==> config.mk <==
export PLATFORM = sky130hd
export DESIGN_NAME = lsu_addrcheck_mpu
export DESIGN_NICKNAME = d
export VERILOG_FILES = /design/src/rtl/lsu_addrcheck_mpu.sv
export SDC_FILE = /design/constraint.sdc
export NUM_CORES = 1
export LEC_CHECK = 0
export BUFFER_PORTS_ARGS = -buffer_cell sky130_fd_sc_hd__clkbuf_2
export CORE_ASPECT_RATIO = 1.5
export CORE_MARGIN = 5
export CORE_UTILIZATION = 32
export DETAILED_ROUTE_END_ITERATION = 10
export GPL_TIMING_DRIVEN = 0
export PLACE_DENSITY = 0.55
export REMOVE_ABC_BUFFERS = 1
export SLEW_MARGIN = 30
export SYNTH_ARGS = -nofsm -noshare
export SYNTH_HDL_FRONTEND = slang
export SYNTH_SLANG_ARGS = --single-unit
export TNS_END_PERCENT = 50
==> constraint.sdc <==
create_clock -name clk -period 6.6 [get_ports clk]
set_input_delay 1.32 -clock clk [delete_from_list [all_inputs] [get_ports clk]]
set_output_delay 1.32 -clock clk [all_outputs]
set_load 0.05 [all_outputs]
==> src/rtl/lsu_addrcheck_mpu.sv <==
// LSU address checker with a programmable data-access region table, a one-entry
// valid/ready result register and a sticky first-fault capture with a saturating counter.
module lsu_addrcheck_mpu #(
  parameter int unsigned NUM_REGIONS = 8,
  parameter int unsigned DCCM_ENABLE = 1,
  parameter logic [31:0] DCCM_SADR   = 32'hF004_0000,
  parameter int unsigned DCCM_SIZE   = 64,
  parameter logic [31:0] PIC_SADR    = 32'hF00C_0000,
  parameter int unsigned PIC_SIZE    = 32,
  localparam int unsigned IDX_W      = (NUM_REGIONS > 1) ? $clog2(NUM_REGIONS) : 1
) (
  input  logic              clk,
  input  logic              rst,
  input  logic              req_valid,
  output logic              req_ready,
  input  logic [31:0]       req_addr,
  input  logic [1:0]        req_size,
  input  logic              req_store,
  input  logic              req_dma,
  input  logic [31:0]       mrac,
  input  logic              cfg_we,
  input  logic [IDX_W-1:0]  cfg_idx,
  input  logic [31:0]       cfg_base,
  input  logic [31:0]       cfg_mask,
  input  logic              cfg_en,
  input  logic              cfg_rd,
  input  logic              cfg_wr,
  output logic              rsp_valid,
  input  logic              rsp_ready,
  output logic              rsp_in_dccm,
  output logic              rsp_in_pic,
  output logic              rsp_external,
  output logic              rsp_sideeffects,
  output logic              rsp_access_fault,
  output logic              rsp_misaligned,
  output logic              fault_pend,
  output logic [31:0]       fault_addr,
  output logic [1:0]        fault_type,
  output logic              fault_store,
  input  logic              fault_clr,
  output logic [7:0]        fault_cnt
);

  localparam logic        DCCM_EN  = (DCCM_ENABLE != 0);
  localparam logic [32:0] DCCM_LIM = {1'b0, DCCM_SADR} + 33'(DCCM_SIZE) * 33'd1024;
  localparam logic [32:0] PIC_LIM  = {1'b0, PIC_SADR} + 33'(PIC_SIZE) * 33'd1024;

  logic [31:0]            tbl_base [NUM_REGIONS];
  logic [31:0]            tbl_mask [NUM_REGIONS];
  logic [NUM_REGIONS-1:0] tbl_en;
  logic [NUM_REGIONS-1:0] tbl_rd;
  logic [NUM_REGIONS-1:0] tbl_wr;

  logic [31:0] end_addr;
  logic [31:0] size_off;
  logic s_dccm_rgn, e_dccm_rgn, s_pic_rgn, e_pic_rgn;
  logic s_dccm, e_dccm, s_pic, e_pic;
  logic in_dccm, in_pic, external, sideeffects;
  logic start_hit, end_hit, non_dccm_ok;
  logic unaligned, pic_bad, access_fault, misaligned, any_fault;
  logic req_fire;

  function automatic logic in_range(logic [31:0] a, logic [31:0] base, logic [32:0] lim);
    return (a >= base) && ({1'b0, a} < lim);
  endfunction

  assign req_ready = ~rsp_valid | rsp_ready;
  assign req_fire  = req_valid & req_ready;

  // Address classification against DCCM / PIC windows and regions
  always_comb begin
    case (req_size)
      2'd0:    size_off = 32'd0;
      2'd1:    size_off = 32'd1;
      default: size_off = 32'd3;
    endcase
    end_addr   = req_addr + size_off;
    s_dccm_rgn = DCCM_EN & (req_addr[31:28] == DCCM_SADR[31:28]);
    e_dccm_rgn = DCCM_EN & (end_addr[31:28] == DCCM_SADR[31:28]);
    s_dccm     = DCCM_EN & in_range(req_addr, DCCM_SADR, DCCM_LIM);
    e_dccm     = DCCM_EN & in_range(end_addr, DCCM_SADR, DCCM_LIM);
    s_pic_rgn  = (req_addr[31:28] == PIC_SADR[31:28]);
    e_pic_rgn  = (end_addr[31:28] == PIC_SADR[31:28]);
    s_pic      = in_range(req_addr, PIC_SADR, PIC_LIM);
    e_pic      = in_range(end_addr, PIC_SADR, PIC_LIM);
    in_dccm    = s_dccm & e_dccm;
    in_pic     = s_pic & e_pic;
    external   = ~(in_dccm | in_pic);
    sideeffects = mrac[{req_addr[31:28], 1'b1}] & ~(s_dccm_rgn | s_pic_rgn);
  end

  // Region table lookup; start and end may hit different permitted entries
  always_comb begin
    start_hit = 1'b0;
    end_hit   = 1'b0;
    for (int i = 0; i < NUM_REGIONS; i++) begin
      if (tbl_en[i] && (req_store ? tbl_wr[i] : tbl_rd[i])) begin
        if ((req_addr | tbl_mask[i]) == (tbl_base[i] | tbl_mask[i])) start_hit = 1'b1;
        if ((end_addr | tbl_mask[i]) == (tbl_base[i] | tbl_mask[i])) end_hit = 1'b1;
      end
    end
    non_dccm_ok = ~(|tbl_en) | (start_hit & end_hit);
  end

  always_comb begin
    unaligned = ((req_size == 2'd1) & req_addr[0]) | (req_size[1] & (|req_addr[1:0]));
    pic_bad   = s_pic_rgn & (~req_size[1] | (|req_addr[1:0]));
    access_fault = ~req_dma & (
                     (s_dccm_rgn & ~s_dccm) | (e_dccm_rgn & ~e_dccm) |
                     (s_pic_rgn & ~s_pic)   | (e_pic_rgn & ~e_pic)   |
                     (s_dccm & e_pic) | (s_pic & e_dccm) | pic_bad   |
                     (~s_dccm_rgn & ~s_pic_rgn & ~non_dccm_ok));
    misaligned = ((req_addr[31:28] != end_addr[31:28]) | (sideeffects & unaligned)) &
                 external & ~req_dma;
    any_fault  = access_fault | misaligned;
  end

  // Result register: loads on acceptance, empties when consumed with nothing new
  always_ff @(posedge clk) begin
    if (rst) begin
      rsp_valid        <= 1'b0;
      rsp_in_dccm      <= 1'b0;
      rsp_in_pic       <= 1'b0;
      rsp_external     <= 1'b0;
      rsp_sideeffects  <= 1'b0;
      rsp_access_fault <= 1'b0;
      rsp_misaligned   <= 1'b0;
    end else if (req_fire) begin
      rsp_valid        <= 1'b1;
      rsp_in_dccm      <= in_dccm;
      rsp_in_pic       <= in_pic;
      rsp_external     <= external;
      rsp_sideeffects  <= sideeffects;
      rsp_access_fault <= access_fault;
      rsp_misaligned   <= misaligned;
    end else if (rsp_ready) begin
      rsp_valid        <= 1'b0;
    end
  end

  // First-fault capture; a clear in the same cycle as a new fault lets it overwrite
  always_ff @(posedge clk) begin
    if (rst) begin
      fault_pend  <= 1'b0;
      fault_addr  <= 32'd0;
      fault_type  <= 2'd0;
      fault_store <= 1'b0;
      fault_cnt   <= 8'd0;
    end else begin
      if (req_fire && any_fault && (!fault_pend || fault_clr)) begin
        fault_pend  <= 1'b1;
        fault_addr  <= req_addr;
        fault_type  <= {misaligned, access_fault};
        fault_store <= req_store;
      end else if (fault_clr) begin
        fault_pend  <= 1'b0;
      end
      if (req_fire && any_fault && (fault_cnt != 8'hFF)) fault_cnt <= fault_cnt + 8'd1;
    end
  end

  always_ff @(posedge clk) begin
    if (rst) begin
      for (int i = 0; i < NUM_REGIONS; i++) begin
        tbl_base[i] <= 32'd0;
        tbl_mask[i] <= 32'd0;
      end
      tbl_en <= '0;
      tbl_rd <= '0;
      tbl_wr <= '0;
    end else if (cfg_we && (32'(cfg_idx) < NUM_REGIONS)) begin
      tbl_base[cfg_idx] <= cfg_base;
      tbl_mask[cfg_idx] <= cfg_mask;
      tbl_en[cfg_idx]   <= cfg_en;
      tbl_rd[cfg_idx]   <= cfg_rd;
      tbl_wr[cfg_idx]   <= cfg_wr;
    end
  end

endmodule

# Yosys cells after proc, flatten, opt, wreduce, memory -nomap -nowiden
# Memories as Yosys holds them, arrays and structs flattened.
# Cells that the tools add are included.
# totals
regBits,75
ramBits,512
out_inout_bits,52
mem_count,2
# mem_list
memory,depth,word_bits,rd,rd_ports_with_merged_regs,write_ports,line,rtl
tbl_base,8,32,8,0,8,48,logic [31:0] tbl_base [NUM_REGIONS];
tbl_mask,8,32,8,0,8,49,logic [31:0] tbl_mask [NUM_REGIONS];
# op_classes
n_addsub,2
n_lt_le_gt_ge,11
n_eq_ne,21
n_mux,63
bitwise_logic,68
reduce_logical,25
# op_table
cell,count
$or 32x32->32,24
$eq 32x32->1,16
$ge 32x32->1 const B,4
$lt 32x32->1 const B,4
$mux 32,2
$reduce_or 32->1,2
$mux 1,53
$add 32x32->32,1
$bwmux 8,3
$and 1x1->1,19
$logic_and 1x1->1,16
$or 1x1->1,14
$not 1->1,11
$add 8x1->8 const B,1
$eq 4x4->1 const B,2
$ne 8x8->1 const B,1
$reduce_or 8->1,1
$lt 5x6->1 const B,1
$mux 3,2
$bmux 1 s4,1
$lt 3x4->1 const B,1
$ne 4x4->1,1
$pmux 2 s2,1
$reduce_bool 2->1,2
7 further kinds,7

# Longest topological paths before layout
# Gate-level depths: netlist of the first run.
# depth
ltp_word,31
ltp_mapped,20

# Worst setup path after synthesis of the first run
# OpenSTA, ideal clock, no wires.
# synth_path
path_type,in2reg
startpoint,input req_size[0]
endpoint,register fault_addr[30]
arrival_ps,5147
t_required_ps,6468
setup_slack_ps,1321
stages,17
path_buffers,2
path_cell_list,or2_2 ha_1 fa_1 clkbuf_1 xnor2_1 o22ai_1 a2111oi_0 o221ai_1 or3_1 or4_1 o22ai_1 nor4bb_1 a22oi_1 o211ai_1 clkbuf_1 nand3_1 a21oi_1
# synth_between
elab_chain_len,30
# synth_lines
item,line,rtl
start: declaration,17,"input logic [1:0] req_size,"
$eq 2x1->1 or $logic_not 2->1 (tied branches),"72, 106",
$pmux 2 s2,72,case (req_size)
$add 32x32->32,77,end_addr = req_addr + size_off;
$or 32x32->32,99,if ((end_addr | tbl_mask[i]) == (tbl_base[i] | tbl_mask[i])) end_hit = 1'b1;
$eq 32x32->1,99,
$mux 1,99,
$mux 1,97,if (tbl_en[i] && (req_store ? tbl_wr[i] : tbl_rd[i])) begin
$mux 1,99,
(+13 left out),n/a,
$and 1x1->1,102,non_dccm_ok = ~(|tbl_en) | (start_hit & end_hit);
$or 1x1->1,102,
$not 1->1,112,(~s_dccm_rgn & ~s_pic_rgn & ~non_dccm_ok));
$and 1x1->1,112,
$or 1x1->1,111,(s_dccm & e_pic) | (s_pic & e_dccm) | pic_bad |
$and 1x1->1,108,access_fault = ~req_dma & (
$or 1x1->1 (*),115,any_fault = access_fault | misaligned;
$logic_and 1x1->1 (*) (2 in a row),150,if (req_fire && any_fault && (!fault_pend || fault_clr)) begin
end signal: assignment,152,fault_addr <= req_addr;
end: declaration,37,"output logic [31:0] fault_addr,"
# Every way passes the cells marked *; elsewhere a longest branch is shown, timed or not.
# A chain may end at the register's enable or synchronous reset.

# Worst setup path in the final report of the first run
# layout_path
startpoint,input req_addr[16]
endpoint,register fault_addr[1]
# layout_between
elab_chain_len,28
# layout_lines
item,line,rtl
start: declaration,16,"input logic [31:0] req_addr,"
$add 32x32->32,77,
$or 32x32->32,99,
$eq 32x32->1,99,
$mux 1,99,
$mux 1,97,
$mux 1,99,
$mux 1,97,
$mux 1,99,
(+11 left out),n/a,
$and 1x1->1,102,
$or 1x1->1,102,
$not 1->1,112,
$and 1x1->1,112,
$or 1x1->1,111,
$and 1x1->1,108,
$or 1x1->1 (*),115,
$logic_and 1x1->1 (*) (2 in a row),150,
# Marked as above.

==> results of run 1 <==
[cells in the final DEF (no fill, tap or decap), drive strengths merged, types with 6 or more instances in the layout]
master   Yosys  final
nand3       64     64
nand2       62     62
diode        0      9
xnor2      358    358
o22ai       57     57
bufinv       0      6
edfxtp     512    512
or2         10     10
nor2       307    307
and2       520    520
and3        17     17
a2111oi      6      6
dfxtp       75     75
nor2b       45     45
buf         59     83
nand2b      16     16
o2111ai     12     12
a21boi      11     11
nor3        86     86
o221ai      19     19
o211ai      11     11
inv         24     27
nor3b        6      6
or3b         9      9
a22o        25     25
nand4       56     56
or4         29     29
nor4       147    147
xor2        72     72
a21oi       80     80
or3          9      9
clkinv       0     18
o21ai       64     64
clkbuf      95    256
mux2i       31     31
o22a        12     12
and4        10     10
and4b       10     10
mux2        11     11
[final timing paths]
| kind | startpoint | endpoint | slack, ps | cells past startpoint |
|---|---|---|---|---|
| max | req_addr[16] | fault_addr[1] | -20 | 17 |
| min | rsp_in_dccm | rsp_in_dccm | 460 | 2 |
| max reg2reg | tbl_wr[5] | fault_addr[1] | 1670 | 16 |
| min reg2reg | rsp_in_dccm | rsp_in_dccm | 460 | 2 |
[cells by family (layout without fill, tap and decap cells)]
group	after synthesis	after routing
AOI/OAI and AO/OA	338	338
xor gates and xnor gates	434	434
muxes	46	46
and+or+nand+nor	1416	1416
buffers and inverters	178	394
DFF	587	587
other	0	9
adders and majority gates	4	4
[state kept, by name, indices dropped and copies added, names as in the netlist]
name              flops
rsp_in_pic            1
rsp_external          1
tbl_rd                8
tbl_base            256
tbl_en                8
fault_cnt             8
tbl_mask            256
rsp_misaligned        1
tbl_wr                8
fault_pend            1
fault_addr           32
rsp_valid             1
rsp_sideeffects       1
rsp_in_dccm           1
fault_type            2
fault_store           1
rsp_access_fault      1
[cell type report]
class                   instances  area [um2]
clock buffers                  80        1660
clock inverters                31         332
multi-input cells            2238       15000
repair buffers                259        2050
well taps                    1296        1620
flip-flops and latches        587       16900
fillers                      9962       62500
diodes                          9        22.5
inverters                      24         130
[cell usage after synthesis, drive strengths merged, types with 5 or more instances]
cell	n
and2	520
edfxtp	512
xnor2	358
nor2	307
nor4	147
clkbuf	95
nor3	86
a21oi	80
dfxtp	75
xor2	72
nand3	64
o21ai	64
nand2	62
buf	59
o22ai	57
nand4	56
nor2b	45
mux2i	31
or4	29
a22o	25
inv	24
o221ai	19
and3	17
nand2b	16
o2111ai	12
o22a	12
a21boi	11
mux2	11
o211ai	11
and4	10
and4b	10
or2	10
or3	9
or3b	9
a2111oi	6
nor3b	6
a31oi	5
o31ai	5
[layer usage]
metal	track usage	vias up	routed length, um
met4	0.211	2	14700
met5	0	-	14
met1	0.347	13300	62500
met2	0.512	1248	80300
met3	0.0432	358	9780
li1	-	11200	-
[critical path: cells and delay by family]
kind	cells	cell delay [ps]
simple gates	7	2750
buf+inv	5	1550
compound gates	5	1560
[where the power goes]
group          internal [mW]  switching, mW  total (mW)
Sequential              4.27          0.144        4.41
Clock                   2.00           1.59        3.59
Combinational          0.522           1.34        1.87
[per-stage QoR]
step	utilization	setup WS [ps]
4_1_cts	0.376	1.94
3_5_place_dp	0.354	-1870
5_1_grt	0.376	1.11
2_1_floorplan	-	-472
3_3_place_gp	0.341	-6490
6_report	0.376	-24.8
[timing repair]
item	4_1_cts	5_1_grt
endpoints found under the setup margin	42	16
resized for setup	17	7
setup buffers	11	1
pin swaps	6	2
==> metrics.csv, run 1 <==
stage;metric;value;unit
detailed_routing;1st-iter DRT viols;2624;
power_and_ir_drop;LEAKAGE;13.1;nW
synth;mux cell area share after synthesis;0.0162;
synth;simple-gate share of the synthesized area;0.249;
global_route;GRT Overall Usage;0.300;
floorplanning;Die X;270;um
global_route;total gr overflow;0;
placement;DP Cell Count;4392;
synth;XOR/XNOR Fraction of Synth Area;0.119;
floorplanning;FP Rows;142;
worst_setup_path;Crit Path Class;in -> reg;
worst_setup_path;CP dominant cell by count;buf_2;
synth;compound-gate portion of the synthesized area;0.0691;
detailed_routing;WL per Instance;37.0;um
floorplanning;chip height;399;um
floorplanning;Starting Density;0.323;
synth;Synth Register Bits;587;
sta;min cycle time layout;6620;ps
placement;Placed Area;35500;um2
floorplanning;die area;108000;um2
worst_setup_path;CP arrival;7210;ps
detailed_routing;Detailed Routing Iterations Pass 1;5;
sta;unrepaired setup endpoints after global routing;false;
global_route;largest net degree at the start of global routing;62;
synth;main combinational cell family by area after synthesis;simple AND/OR/NAND/NOR gates;
cts;Worst-Skew Late Latency;670;ps
sta;Fin Setup TNS;-135;ps
worst_setup_path;slowest CP cell;o21ai_0;
floorplanning;core area;100000;um2
cts;total CTS buffers;60;
synth;Yosys cell types;83;
worst_setup_path;Worst Setup Start Kind;primary input;
synth;Avg Cell Area, Syn;10.8;um2
sta;final worst path period share;1.00;
worst_setup_path;worst path required time;7190;ps
cts;CTS tree;yes;
cts;H-tree levels;2;
cts;Worst-path clk slew;60;ps
layout;Finished Layout Cells;4524;
sta;worst hold slack;456;ps
synth;post-synth top area share;0.476;
sta;Hold Vio Cnt, Final;0;
synth;Post-Synth Adder-Cell Area;0.00178;
global_route;vias in the first global route;25000;
synth;synth top area cells;edfxtp_1 48%, and2_1 10%, xnor2_1 9.7%;
detailed_routing;Routed WL;167000;um
synth;YS warnings;0;
run_status;status;finished with violations;
layout;layout cells sized above 1;0.138;
layout;area grow syn2layout;16.7;%
cts;# hold bufs at CTS;0;
worst_setup_path;CP endpoint kind;flip-flop;
power_and_ir_drop;pwr/cell area;262;nW/um2
run;max-cap violation count;0;
sta;Worst-Margin Slew;1110;ps
run_status;violated checks;negative setup slack;
sta;Fmax;151;MHz
synth;Synth async-reset ratio;0;
synth;Post-synth EDFFs;512;
sta;Finish-stage setup viols;8;
placement;port bufs;178;
detailed_routing;Vias/cell;5.76;
global_route;global-route wire length before repair;221000;um
detailed_routing;DRT antenna net count;0;
placement;Final HPWL DP;132000;um
placement;GPL Wtd Cong;1.04;
worst_setup_path;crit-path max cell delay;800;ps
cts;clock sinks;587;
sta;Max Transition Viols Final;0;
layout;cell area after layout;37700;um2
sta;Final Skew;29.0;ps
worst_setup_path;Crit Path Max Fanout;17;
sta;final setup margin;-24.8;ps
synth;synthesized area;32300;um2
worst_hold_path;worst hold path type;reg -> reg;
layout;final net count;3318;
synth;Syn Inst Count;3003;
power_and_ir_drop;Peak VDD IR;0.193;mV
worst_setup_path;worst-path cell chain;buf_2, nand4_1, nor4_4, nand2_1, o21ai_0, nor4_1, nand4_1, o22ai_1, nor4bb_1, a22oi_1, o211ai_1, buf_4, buf_2, buf_2, buf_2, nand3_1, a21oi_1;
cts;CTS root buf;clkbuf_16;
cts;Max Buffers Root-to-Sink;3;
floorplanning;# IOs;196;
detailed_routing;Vias;26100;
power_and_ir_drop;Total Power;9.87;mW
synth;Main synth FF type;edfxtp_1;
sta;Max transition margin;0.255;
global_route;initial antenna violation count;9;
synth;sequential fraction of the synthesis area;0.522;
detailed_routing;DRC viols;0;
synth;Yosys top cell by area;edfxtp_1;
No activity file was read; power rests on OpenSTA's default activity.
==> inputs of run 2 (changes only) <==
==> constraint.sdc (replaced) <==
create_clock -name clk -period 8.2 [get_ports clk]
set_input_delay 1.64 -clock clk [delete_from_list [all_inputs] [get_ports clk]]
set_output_delay 1.64 -clock clk [all_outputs]
set_load 0.05 [all_outputs]
==> run 2 against run 1 <==
The flow now finishes without violations. Sequential power shrank 20%. Routed wire length is 0.61% lower. Non-clock buffer count decreased by 12. Combinational power down 20%. Clock-buffer cell count unchanged. Design area down 0.56%. Cell count is 0.27% lower. Critical path type unchanged. Largest cell class unchanged. Highest routed layer unchanged.
==> metrics.csv, run 2 (synthesized netlist as in run 1, its figures left out) <==
stage;metric;value;unit;change
detailed_routing;DRC viols;0;;unchanged
cts;H-tree levels;2;;unchanged
floorplanning;# IOs;196;;unchanged
sta;Final Skew;34.3;ps;was 29.0 ps
global_route;global-route wire length before repair;220000;um;was 221000 um
global_route;vias in the first global route;25000;;about the same
worst_setup_path;CP dominant cell by count;buf_2;;unchanged
sta;min cycle time layout;8000;ps;
detailed_routing;Routed WL;166000;um;was 167000 um
worst_setup_path;total stage count of the critical path;18;;was 17
worst_setup_path;worst-path cell chain;clkbuf_2, nand4_1, buf_4, nor4_2, nand4_2, mux2i_1, o211ai_1, nor4_1, nand4_1, o311a_1, a22oi_1, o211ai_1, buf_4, buf_2, buf_2, buf_2, nand3_1, a21oi_1;;was buf_2, nand4_1, nor4_4, nand2_1, o21ai_0, nor4_1, nand4_1, o22ai_1, nor4bb_1, a22oi_1, o211ai_1, buf_4, buf_2, buf_2, buf_2, nand3_1, a21oi_1
layout;leading cell types in the layout, fill and taps excluded;518 x and2_1, 512 x edfxtp_1, 358 x xnor2_1;;unchanged
layout;layout cells sized above 1;0.133;;was 0.138
global_route;grt met3 use;0.0428;;was 0.0432
detailed_routing;Vias;25800;;was 26100
placement;Placed Area;35500;um2;unchanged
worst_setup_path;r2r setup slk;2870;ps;was 1670 ps
worst_setup_path;worst reg2reg path endpoint;fault_addr[8];;was fault_addr[1]
worst_setup_path;r2r worst-path depth;16;;unchanged
worst_setup_path;Worst Setup Start Kind;primary input;;unchanged
power_and_ir_drop;P_int;5.46;mW;was 6.79 mW
layout;layout filler cell count;9959;;was 9962
floorplanning;core area;100000;um2;unchanged
sta;Finish-stage setup viols;0;;was 8
global_route;GRT Overall Usage;0.299;;was 0.300
worst_setup_path;crit-path max cell delay;920;ps;was 800 ps
cts;Worst-path clk slew;60;ps;about the same
floorplanning;Starting Density;0.323;;unchanged
sta;unrepaired setup endpoints after global routing;false;;unchanged
cts;CTS tree;yes;;unchanged
placement;DP Worst Slack;-591;ps;was -1870 ps
power_and_ir_drop;combinational power share;0.188;;was 0.189
run;max-cap violation count;0;;unchanged
floorplanning;chip height;399;um;unchanged
detailed_routing;DRT antenna net count;0;;unchanged
cts;CTS root buf;clkbuf_16;;unchanged
placement;DP Cell Count;4392;;unchanged
cts;clock sinks;587;;unchanged
power_and_ir_drop;Total Power;7.93;mW;was 9.87 mW
worst_setup_path;CP arrival;8520;ps;was 7210 ps
worst_setup_path;CP top delay family;simple AND/OR/NAND/NOR gates;;unchanged
layout;most common cell after layout, fill and taps aside;and2_1;;unchanged
power_and_ir_drop;Reg power frac;0.448;;was 0.447
sta;Max transition margin;0.229;;was 0.255
global_route;met1 Use GR;0.346;;was 0.347
power_and_ir_drop;Peak VDD IR;0.158;mV;was 0.193 mV
cts;total CTS buffers;60;;unchanged
worst_setup_path;Crit Path Max Fanout;18;;was 17
detailed_routing;1st-iter DRT viols;2728;;was 2624
floorplanning;FP Rows;142;;unchanged
placement;port bufs;178;;unchanged
detailed_routing;Detailed Routing Iterations Pass 1;6;;was 5
cts;post-CTS sizing;0;;was 17
sta;Worst-Margin Slew;1150;ps;was 1110 ps
power_and_ir_drop;pwr/cell area;211;nW/um2;was 262 nW/um2
global_route;gr busiest metal;met2;;unchanged
sta;Fin Setup TNS;0;ps;was -135 ps
cts;Worst-Skew Late Latency;680;ps;was 670 ps
power_and_ir_drop;Sw Pwr;2.47;mW;was 3.08 mW
sta;Hold Vio Cnt, Final;0;;unchanged
worst_setup_path;worst setup path startpoint;req_addr[9];;was req_addr[16]
run_status;status;completed;;was finished with violations
layout;final net count;3306;;was 3318
worst_setup_path;CP endpoint kind;flip-flop;;unchanged
placement;Final HPWL DP;132000;um;unchanged
placement;GPL Wtd Cong;1.04;;unchanged
worst_setup_path;Crit Path Class;in -> reg;;unchanged
sta;final setup margin;195;ps;was -24.8 ps
layout;Finished Layout Cells;4512;;was 4524
worst_setup_path;worst path required time;8720;ps;was 7190 ps
worst_setup_path;worst r2r src;tbl_wr[5];;unchanged
cts;Max Buffers Root-to-Sink;3;;unchanged
sta;Max Transition Viols Final;0;;unchanged
layout;Top Registers;tbl_base (256), tbl_mask (256), fault_addr (32);;unchanged
layout;area grow syn2layout;16.0;%;was 16.7%
cts;buffer count from post-CTS setup fixing;0;;was 11
floorplanning;die area;108000;um2;unchanged
worst_setup_path;slowest CP cell;nor4_1;;was o21ai_0
global_route;M2 GR Usage;0.508;;was 0.512
cts;# hold bufs at CTS;0;;unchanged
detailed_routing;WL per Instance;36.8;um;was 37.0 um
global_route;initial antenna violation count;10;;was 9
sta;final worst path period share;0.976;;
power_and_ir_drop;Sw Ratio;0.311;;was 0.312
power_and_ir_drop;clock power share;0.364;;about the same
global_route;total gr overflow;0;;unchanged
power_and_ir_drop;LEAKAGE;12.9;nW;was 13.1 nW
worst_setup_path;critical path endpoint;fault_addr[8];;was fault_addr[1]
worst_hold_path;worst hold path type;reg -> reg;;unchanged
worst_setup_path;CP Buf/Inv Count;6;;was 5
layout;cell area after layout;37500;um2;was 37700 um2
sta;Fmax;125;MHz;
detailed_routing;Vias/cell;5.71;;was 5.76
floorplanning;Die X;270;um;unchanged
global_route;largest net degree at the start of global routing;62;;unchanged
run 2: cell type report:
cell class | count | area [um2] | share of cell area
flip-flops and latches | 587 | 16900 | 0.450
clock buffers | 80 | 1660 | 0.0441
repair buffers | 247 | 1950 | 0.0521
inverters | 24 | 130 | 0.00347
diodes | 9 | 22.5 | 0.000601
well taps | 1296 | 1620 | 0.0432
clock inverters | 31 | 332 | 0.00884
multi-input cells | 2238 | 14900 | 0.398
run 2: how the worst min path moves through the flow:
stage,startpoint,endpoint,cells after the start
5_1_grt,rsp_in_dccm,rsp_in_dccm,2
3_3_place_gp,rsp_in_dccm,rsp_in_dccm,2
4_1_cts,rsp_in_dccm,rsp_in_dccm,2
2_1_floorplan,tbl_wr[0],tbl_wr[0],1
3_5_place_dp,rsp_in_dccm,rsp_in_dccm,2
6_report,rsp_in_dccm,rsp_in_dccm,2
run 2: tightest hold or removal path: stages, from the launching register on:
cell and delay [ps]:
dfxtp_1 310, nand2_1 50, a21oi_1 50
run 2: stage by stage:
| step | hold WS, ps | utilization |
|---|---|---|
| 2_1_floorplan | 443 | - |
| 3_3_place_gp | 444 | 0.341 |
| 3_5_place_dp | 449 | 0.354 |
| 4_1_cts | 457 | 0.374 |
| 5_1_grt | 473 | 0.374 |
| 6_report | 456 | 0.374 |
run 2: layer usage:
metal / wire length, um / up-vias
li1: - / 11100
met1: 61800 / 13000
met2: 79300 / 1262
met3: 9970 / 392
met4: 15100 / 6
met5: 46 / -
run 2: power groups by stage:
stage	combinational (mW)	clock [mW]	sequential (mW)
after global routing	1.52	3.03	3.56
after detailed placement	1.46	0	3.61
after CTS	1.47	2.92	3.55
final	1.49	2.88	3.55
after global placement	1.41	0	3.62
after floorplan	0.668	0	3.61
